[src/rtl/imm_gen_pkg.sv]
// imm_gen_pkg: shared types for the pipelined
// immediate generator between decode and execute.
package imm_gen_pkg;
  localparam int INSTR_WIDTH = 32;

  typedef enum logic [2:0] {
    IMM_I,
    IMM_S,
    IMM_B,
    IMM_J,
    IMM_U,
    IMM_Z,
    IMM_SH,
    IMM_ILL
  } imm_src_e;

  typedef enum logic [1:0] {
    EMPTY,
    BUSY,
    FULL
  } pipe_state_e;
endpackage

[src/rtl/imm_gen_pipe_if.sv]
// imm_gen_pipe_if: valid/ready bundle carrying
// instruction/select/tag in and immediate/tag out.
interface imm_gen_pipe_if
  import imm_gen_pkg::*;
#(
  parameter int XLEN      = 32,
  parameter int TAG_WIDTH = 8
);
  logic                   in_valid;
  logic                   in_ready;
  logic [INSTR_WIDTH-1:0] in_instr;
  logic [2:0]             in_imm_src;
  logic [TAG_WIDTH-1:0]   in_tag;
  logic                   out_valid;
  logic                   out_ready;
  logic [XLEN-1:0]        out_imm;
  logic [TAG_WIDTH-1:0]   out_tag;
  logic                   out_illegal;

  modport master (
    output in_valid, in_instr, in_imm_src,
    output in_tag, out_ready,
    input  in_ready, out_valid, out_imm,
    input  out_tag, out_illegal
  );

  modport slave (
    input  in_valid, in_instr, in_imm_src,
    input  in_tag, out_ready,
    output in_ready, out_valid, out_imm,
    output out_tag, out_illegal
  );
endinterface

[src/rtl/imm_decode.sv]
// imm_decode: combinational RV32/RV64 immediate
// extraction, extended straight to XLEN.
module imm_decode
  import imm_gen_pkg::*;
#(
  parameter int XLEN = 32
) (
  input  logic [INSTR_WIDTH-1:0] instr,
  input  logic [2:0]             imm_src,
  output logic [XLEN-1:0]        imm,
  output logic                   illegal
);
  localparam int SHW = (XLEN == 64) ? 6 : 5;

  logic s;
  logic unused_opc;

  assign s          = instr[31];
  assign unused_opc = ^instr[6:0];

  always_comb begin
    imm     = '0;
    illegal = 1'b0;
    unique case (imm_src_e'(imm_src))
      IMM_I:
        imm = {{(XLEN-12){s}}, instr[31:20]};
      IMM_S:
        imm = {{(XLEN-12){s}}, instr[31:25],
               instr[11:7]};
      IMM_B:
        imm = {{(XLEN-12){s}}, instr[7],
               instr[30:25], instr[11:8], 1'b0};
      IMM_J:
        imm = {{(XLEN-20){s}}, instr[19:12],
               instr[20], instr[30:21], 1'b0};
      IMM_U:
        imm = {{(XLEN-31){s}}, instr[30:12],
               12'b0};
      IMM_Z:
        imm = {{(XLEN-5){1'b0}}, instr[19:15]};
      IMM_SH:
        imm = XLEN'(instr[20 +: SHW]);
      IMM_ILL:
        illegal = 1'b1;
    endcase
  end
endmodule

[src/rtl/imm_gen_pipe.sv]
// imm_gen_pipe: registered immediate generator with
// a 2-entry skid buffer behind a valid/ready handshake.
module imm_gen_pipe
  import imm_gen_pkg::*;
#(
  parameter int XLEN      = 32,
  parameter int TAG_WIDTH = 8
) (
  input logic          clk,
  input logic          rst_n,
  imm_gen_pipe_if.slave bus
);
  pipe_state_e state_q, state_d;

  logic                 rdy_q;
  logic                 acc_in;
  logic                 acc_out;
  logic                 ld_out;
  logic                 ld_skid;
  logic                 pop_skid;
  logic [XLEN-1:0]      dec_imm;
  logic                 dec_ill;
  logic [XLEN-1:0]      o_imm_q;
  logic [XLEN-1:0]      s_imm_q;
  logic [TAG_WIDTH-1:0] o_tag_q;
  logic [TAG_WIDTH-1:0] s_tag_q;
  logic                 o_ill_q;
  logic                 s_ill_q;

  imm_decode #(.XLEN(XLEN)) u_dec (
    .instr   (bus.in_instr),
    .imm_src (bus.in_imm_src),
    .imm     (dec_imm),
    .illegal (dec_ill)
  );

  assign acc_in  = bus.in_valid && rdy_q;
  assign acc_out = (state_q != EMPTY)
                && bus.out_ready;

  always_comb begin
    state_d  = state_q;
    ld_out   = 1'b0;
    ld_skid  = 1'b0;
    pop_skid = 1'b0;
    unique case (state_q)
      EMPTY: begin
        if (acc_in) begin
          state_d = BUSY;
          ld_out  = 1'b1;
        end
      end
      BUSY: begin
        if (acc_in && acc_out) begin
          ld_out = 1'b1;
        end else if (acc_in) begin
          state_d = FULL;
          ld_skid = 1'b1;
        end else if (acc_out) begin
          state_d = EMPTY;
        end
      end
      FULL: begin
        if (acc_out) begin
          state_d  = BUSY;
          pop_skid = 1'b1;
        end
      end
      default: state_d = EMPTY;
    endcase
  end

  // in_ready is its own flop so out_ready never
  // reaches it combinationally.
  always_ff @(posedge clk or negedge rst_n) begin
    if (!rst_n) begin
      state_q <= EMPTY;
      rdy_q   <= 1'b1;
    end else begin
      state_q <= state_d;
      rdy_q   <= (state_d != FULL);
    end
  end

  always_ff @(posedge clk or negedge rst_n) begin
    if (!rst_n) begin
      o_imm_q <= '0;
      o_tag_q <= '0;
      o_ill_q <= 1'b0;
      s_imm_q <= '0;
      s_tag_q <= '0;
      s_ill_q <= 1'b0;
    end else begin
      if (ld_out) begin
        o_imm_q <= dec_imm;
        o_tag_q <= bus.in_tag;
        o_ill_q <= dec_ill;
      end else if (pop_skid) begin
        o_imm_q <= s_imm_q;
        o_tag_q <= s_tag_q;
        o_ill_q <= s_ill_q;
      end
      if (ld_skid) begin
        s_imm_q <= dec_imm;
        s_tag_q <= bus.in_tag;
        s_ill_q <= dec_ill;
      end
    end
  end

  assign bus.in_ready    = rdy_q;
  assign bus.out_valid   = (state_q != EMPTY);
  assign bus.out_imm     = o_imm_q;
  assign bus.out_tag     = o_tag_q;
  assign bus.out_illegal = o_ill_q;
endmodule

[src/flat_wrapper.sv]
// flat-port wrapper written by rule: the top's interface ports become plain ports
module imm_gen_pipe_flat import imm_gen_pkg::*;
#(
  parameter int XLEN      = 32,
  parameter int TAG_WIDTH = 8
)
  (clk, rst_n, bus_in_valid, bus_in_instr, bus_in_imm_src, bus_in_tag, bus_out_ready, bus_in_ready, bus_out_valid, bus_out_imm, bus_out_tag, bus_out_illegal);
  imm_gen_pipe_if #(.XLEN(XLEN), .TAG_WIDTH(TAG_WIDTH)) bus_i ();
  input logic clk;
  input logic rst_n;
  input wire logic [$bits(bus_i.in_valid)-1:0] bus_in_valid;
  input wire logic [$bits(bus_i.in_instr)-1:0] bus_in_instr;
  input wire logic [$bits(bus_i.in_imm_src)-1:0] bus_in_imm_src;
  input wire logic [$bits(bus_i.in_tag)-1:0] bus_in_tag;
  input wire logic [$bits(bus_i.out_ready)-1:0] bus_out_ready;
  output wire logic [$bits(bus_i.in_ready)-1:0] bus_in_ready;
  output wire logic [$bits(bus_i.out_valid)-1:0] bus_out_valid;
  output wire logic [$bits(bus_i.out_imm)-1:0] bus_out_imm;
  output wire logic [$bits(bus_i.out_tag)-1:0] bus_out_tag;
  output wire logic [$bits(bus_i.out_illegal)-1:0] bus_out_illegal;
  assign bus_i.in_valid = bus_in_valid;
  assign bus_i.in_instr = bus_in_instr;
  assign bus_i.in_imm_src = bus_in_imm_src;
  assign bus_i.in_tag = bus_in_tag;
  assign bus_i.out_ready = bus_out_ready;
  assign bus_in_ready = bus_i.in_ready;
  assign bus_out_valid = bus_i.out_valid;
  assign bus_out_imm = bus_i.out_imm;
  assign bus_out_tag = bus_i.out_tag;
  assign bus_out_illegal = bus_i.out_illegal;
  imm_gen_pipe #(.XLEN(XLEN), .TAG_WIDTH(TAG_WIDTH)) u_core (.clk(clk), .rst_n(rst_n), .bus(bus_i));
endmodule
[config.mk]
export PLATFORM = sky130hd
export DESIGN_NAME = imm_gen_pipe_flat
export DESIGN_NICKNAME = d
export VERILOG_FILES = /design/src/rtl/imm_gen_pkg.sv /design/src/rtl/imm_gen_pipe_if.sv /design/src/rtl/imm_decode.sv /design/src/rtl/imm_gen_pipe.sv /design/src/flat_wrapper.sv
export SDC_FILE = /design/constraint.sdc
export NUM_CORES = 1
export LEC_CHECK = 0
export ABC_AREA = 1
export ABC_CLOCK_PERIOD_IN_PS = 1800
export BUFFER_PORTS_ARGS = -buffer_cell sky130_fd_sc_hd__buf_2
export CORE_MARGIN = 2
export CORE_UTILIZATION = 25
export DETAILED_ROUTE_END_ITERATION = 16
export PLACE_DENSITY = 0.45
export SLEW_MARGIN = 20
export SYNTH_ARGS = -nofsm -noshare
export SYNTH_HDL_FRONTEND = slang
export SYNTH_SLANG_ARGS = --single-unit
export TNS_END_PERCENT = 1
[constraint.sdc]
create_clock -name clk -period 1.8 [get_ports clk]
set_input_delay 0.36 -clock clk [delete_from_list [all_inputs] [get_ports clk]]
set_output_delay 0.36 -clock clk [all_outputs]
set_load 0.03 [all_outputs]
After elaboration in Yosys (flattened, before gate mapping)

Cells that the tools add are included.

Input port bits: 47
Output and inout bits: 43
Flip-flop bits (word level): 85

Reduce and logical (&&, ||, !) cells: 7
Equal/unequal tests: 10
Mux-type cells: 21

Operator list:

| kind                                                 | count |
|---|---|
| case mux 32 bit (7 select lines)                     | 1 |
| two-way mux 32 bit                                   | 2 |
| two-way mux 8 bit                                    | 2 |
| equality test 3 bit (second input constant)          | 4 |
| two-way mux 2 bit                                    | 5 |
| two-way mux 1 bit                                    | 9 |
| equality test 3 x 2 -> 1 bit (second input constant) | 2 |
| case mux 2 bit (3 select lines)                      | 1 |
| nonzero test 2 bit                                   | 2 |
| equality test 3 x 1 -> 1 bit (second input constant) | 1 |
| logical AND 1 bit                                    | 3 |
| logical NOT 3 bit                                    | 1 |
| equality test 2 x 1 -> 1 bit (second input constant) | 1 |
| equality test 2 bit (second input constant)          | 1 |
| logical NOT 2 bit                                    | 1 |
| inequality test 2 bit (second input constant)        | 1 |
| case mux 1 bit (2 select lines)                      | 1 |

Depth between registers and ports, before layout

Word-level depth: 7
Depth in mapped cells: 9

By module

Synthesis repeated with hierarchy kept, for this count alone.

Cells, all modules: 623
Area, all modules: 4674.5 sq um

Modules (own cells, without submodules):

| module       | area each (sq um) | cells an instance | instances |
|---|---|---|---|
| imm_gen_pipe | 4121.5            | 517               | 1 |
| imm_decode   | 553.0             | 106               | 1 |

Worst setup path before layout

Ideal clock, no wire load.

Kind: reg-to-reg
From: reg u_core.rdy_q, in the netlist u_core.bus.in_ready
To: reg u_core.o_imm_q[16], in the netlist u_core.bus.out_imm[16]
Setup slack: 327 ps
Setup time: 121 ps
Stages on the path, launching flop included: 10
Clock period less this slack: 1473 ps
Data required time: 1679 ps
Arrival time: 1352 ps
Cell sequence: dfstp_2 nand2_1 nor2_2 nand2_2 buf_6 buf_6 nand3_1 nand2_1 inv_1 o21ai_2

Cells in the longest elaborated chain, start to end: 5

Ends and longest elaborated chain:

| what                                                     | RTL line           | RTL |
|---|---|---|
| start: declaration                                       | imm_gen_pipe.sv:15 | `logic rdy_q;` |
| start signal: assignment                                 | imm_gen_pipe.sv:81 | `rdy_q <= (state_d != FULL);` |
| logical AND 1 bit (*)                                    | imm_gen_pipe.sv:37 | `assign acc_in = bus.in_valid && rdy_q;` |
| logical AND 1 bit                                        | imm_gen_pipe.sv:54 | `if (acc_in && acc_out) begin` |
| two-way mux 1 bit                                        | imm_gen_pipe.sv:54 |  |
| case mux 1 bit (2 select lines) (*)                      | imm_gen_pipe.sv:46 | `unique case (state_q)` |
| two-way mux 32 bit or nonzero test 2 bit (tied branches) | -                  |  |
| end signal: assignment                                   | imm_gen_pipe.sv:95 | `o_imm_q <= dec_imm;` |
| end signal: assignment                                   | imm_gen_pipe.sv:99 | `o_imm_q <= s_imm_q;` |
| end: declaration                                         | imm_gen_pipe.sv:23 | `logic [XLEN-1:0] o_imm_q;` |

Mark *: on every way between the ends. The rest lies on a longest branch, timed or not.
A chain may end at the register's enable or synchronous reset.

Final worst setup path

From: reg u_core.rdy_q, in the netlist u_core.bus.in_ready
To: reg u_core.o_imm_q[21], in the netlist u_core.bus.out_imm[21]

Same word-level chain as after synthesis.

==> impl_metrics.json <==
{
  "cts_tree": "yes",
  "slew-limit-headroom_pct": 75.0,
  "top_layer": "met4",
  "numCtsBuffers": 9,
  "crit_path_end": "u_core.bus.out_imm[21]",
  "hp-class": "in2reg",
  "dp_hpwl_um": 7990,
  "ios": 90,
  "viasPerCell": 4.47,
  "path_class": "reg2reg",
  "clk_pin_slew_ns": 0.06,
  "die_h_um": 132,
  "gr-total-overflow": 0,
  "grt_usage_pct": 13.8,
  "met1_length_um": 5490,
  "gp_congestion": 0.799,
  "layout_min_cycle_time_ns": 1.50,
  "final_cell_mix": "167 x nand2_1, 84 x dfrtp_1, 81 x buf_2",
  "power.leakage_nw": 2.59,
  "reg2reg_from": "u_core.bus.in_ready",
  "drtIter0Drc": 265,
  "yosys_warnings": 0,
  "max_freq_ghz": 0.667,
  "rsz0062_at_grt": "no",
  "dr_wl_met3_um": 452,
  "rows": 46,
  "synth_top_area_share_pct": 51.7,
  "synth_area_per_cell_um2": 8.20,
  "netlist_area_um2": 4070,
  "first_pass_iters": 4,
  "wl_um": 11600,
  "r2r_setup_slack_ns": 0.30,
  "cts_max_path_buffers": 2,
  "initial_core_util_pct": 25.6,
  "placeableCoreArea_um2": 15900,
  "r2r_cells": 7,
  "cp_max_fo": 19,
  "crit_path_start": "u_core.bus.in_ready",
  "startpoint_type": "flip-flop",
  "report.power.total_mw": 8.56,
  "die_x_um": 132,
  "finalHoldViolCount": 0,
  "ys_seq_elements": 85,
  "power_density_nw_per_um2": 1690,
  "dp_cells": 780,
  "htreeDepth": 3,
  "n_fill_cell": 1759,
  "yosysTopAreaCell": "dfrtp_1",
  "worstPathArrival_ns": 1.73,
  "port_buffers": 82,
  "yosys.cell_types.count": 25,
  "postSynthNetCount": 543,
  "clk_latency_ns": 0.34,
  "grt_pass1_vias": 3489,
  "detail-route-antenna-nets": 0,
  "wl_met2_um": 5520,
  "grt_first_pass_wirelength_um": 18900,
  "clock-root-buffer": "clkbuf_16",
  "area_delta_synth_final_pct": 24.5,
  "irDropWorstVdd_uv": 478,
  "antenna_cells": 0,
  "r2r_end": "u_core.bus.out_imm[21]",
  "stdcell_count": 797,
  "grt_max_degree": 45,
  "fin_nets": 623,
  "clock-sinks": 85,
  "final.period_utilization_pct": 83.4,
  "netlist_instances": 496,
  "end_kind": "flip-flop",
  "fin_util_pct": 31.9,
  "setup_violations": 0,
  "routedWlPerCell_um": 14.6,
  "status": "completed",
  "post_cts_resize_count": 0,
  "finClkSkew_ns": 0.00295,
  "slew_violations": 0,
  "cap_violations": 0,
  "route.detailed.drc": 0,
  "synth_area_leaders": "dfrtp_1 52%, nand2_1 15%, nand3_1 8.5%",
  "dieArea_um2": 17300,
  "vias": 3559,
  "fin_tns_setup_ns": 0,
  "antenna_found_initial": 0,
  "final_common_cell": "nand2_1",
  "drive_above_1_share_pct": 23.4,
  "pre_cts_slack_ns": 0.279,
  "tightest_slew_ns": 0.374,
  "yosysSeqAreaShare_pct": 52.4,
  "fin_ws_ns": 0.300,
  "cp.required_ns": 2.03
}
## routing by layer
layer  global-route usage (%)  vias to the layer above
li1                         -                     1777
met1                     18.3                     1688
met2                     23.0                       85
met3                     2.62                        9
met4                     4.23                        0
met5                        0                        -
## registers in the layout, indices dropped and copies added (netlist names)
register,cells
u_core.bus.in_ready,1
u_core.bus.out_illegal,1
u_core.bus.out_imm,32
u_core.bus.out_tag,8
u_core.s_ill_q,1
u_core.s_imm_q,32
u_core.s_tag_q,8
u_core.state_q,2
## cells in the mapped netlist, drive strengths merged
cell type  count
nand3         69
a31oi         11
o211ai        16
dfrtp         84
nor2          19
o21ai         33
a21oi         11
nand4          5
buf           28
o22ai          1
nand2        174
clkbuf         1
inv           43
dfstp          1
## how the worst min path moves through the flow
stage	start	to	slack (ns)	cells past startpoint
after floorplan	rst_n	u_core.bus.out_illegal	0.06	0
after global placement	rst_n	u_core.bus.out_tag[5]	0.28	1
after detailed placement	rst_n	u_core.bus.out_tag[5]	0.29	1
after CTS	bus_in_tag[3]	u_core.s_tag_q[3]	0.29	3
after global routing	bus_in_tag[4]	u_core.s_tag_q[4]	0.30	3
final	bus_in_tag[3]	u_core.s_tag_q[3]	0.30	3
## stage by stage
step           cell area, um^2  hold slack (ns)
2_1_floorplan             4070           0.0644
3_3_place_gp              4740            0.278
3_5_place_dp              4740            0.286
4_1_cts                   5060            0.289
5_1_grt                   5060            0.302
6_report                  5060            0.295
## logic make-up (layout without fill, tap and decap cells)
| logic type | after synthesis | count (layout) | synth area share, % |
|---|---|---|---|
| flops | 85 | 85 | 52.4 |
| simple gates | 267 | 267 | 28.1 |
| buf+inv | 72 | 157 | 8.77 |
| compound gates | 72 | 72 | 10.8 |
## layout make-up
class | instances | area [um^2] | area share [%]
Inverter | 43 | 161 | 3.19
Clock buffer | 12 | 267 | 5.26
Tap cell | 216 | 270 | 5.34
Sequential cell | 85 | 2130 | 42.0
Multi-Input combinational cell | 339 | 1580 | 31.2
Clock inverter | 4 | 45.0 | 0.890
Timing Repair Buffer | 98 | 611 | 12.1
## worst max-delay path: stages, from the launching register on
cell and delay (ns):
dfstp_2 0.54, nand2_1 0.06, nor2_2 0.13, nand2_2 0.11, inv_2 0.30, nand3_1 0.12
nand2_1 0.09, inv_1 0.04
## where the power goes
| group | leakage [nW] | switching [mW] | internal, mW |
|---|---|---|---|
| Sequential | 1.06 | 0.473 | 2.80 |
| Clock | 0.158 | 0.745 | 1.18 |
| Combinational | 1.37 | 2.28 | 1.08 |
## timing repair
item	CTS	global route
hold buffers	1	0
setup buffers	0	0
hold endpoints to repair	19	0
Note: power is estimated with default switching activity, not from simulation.
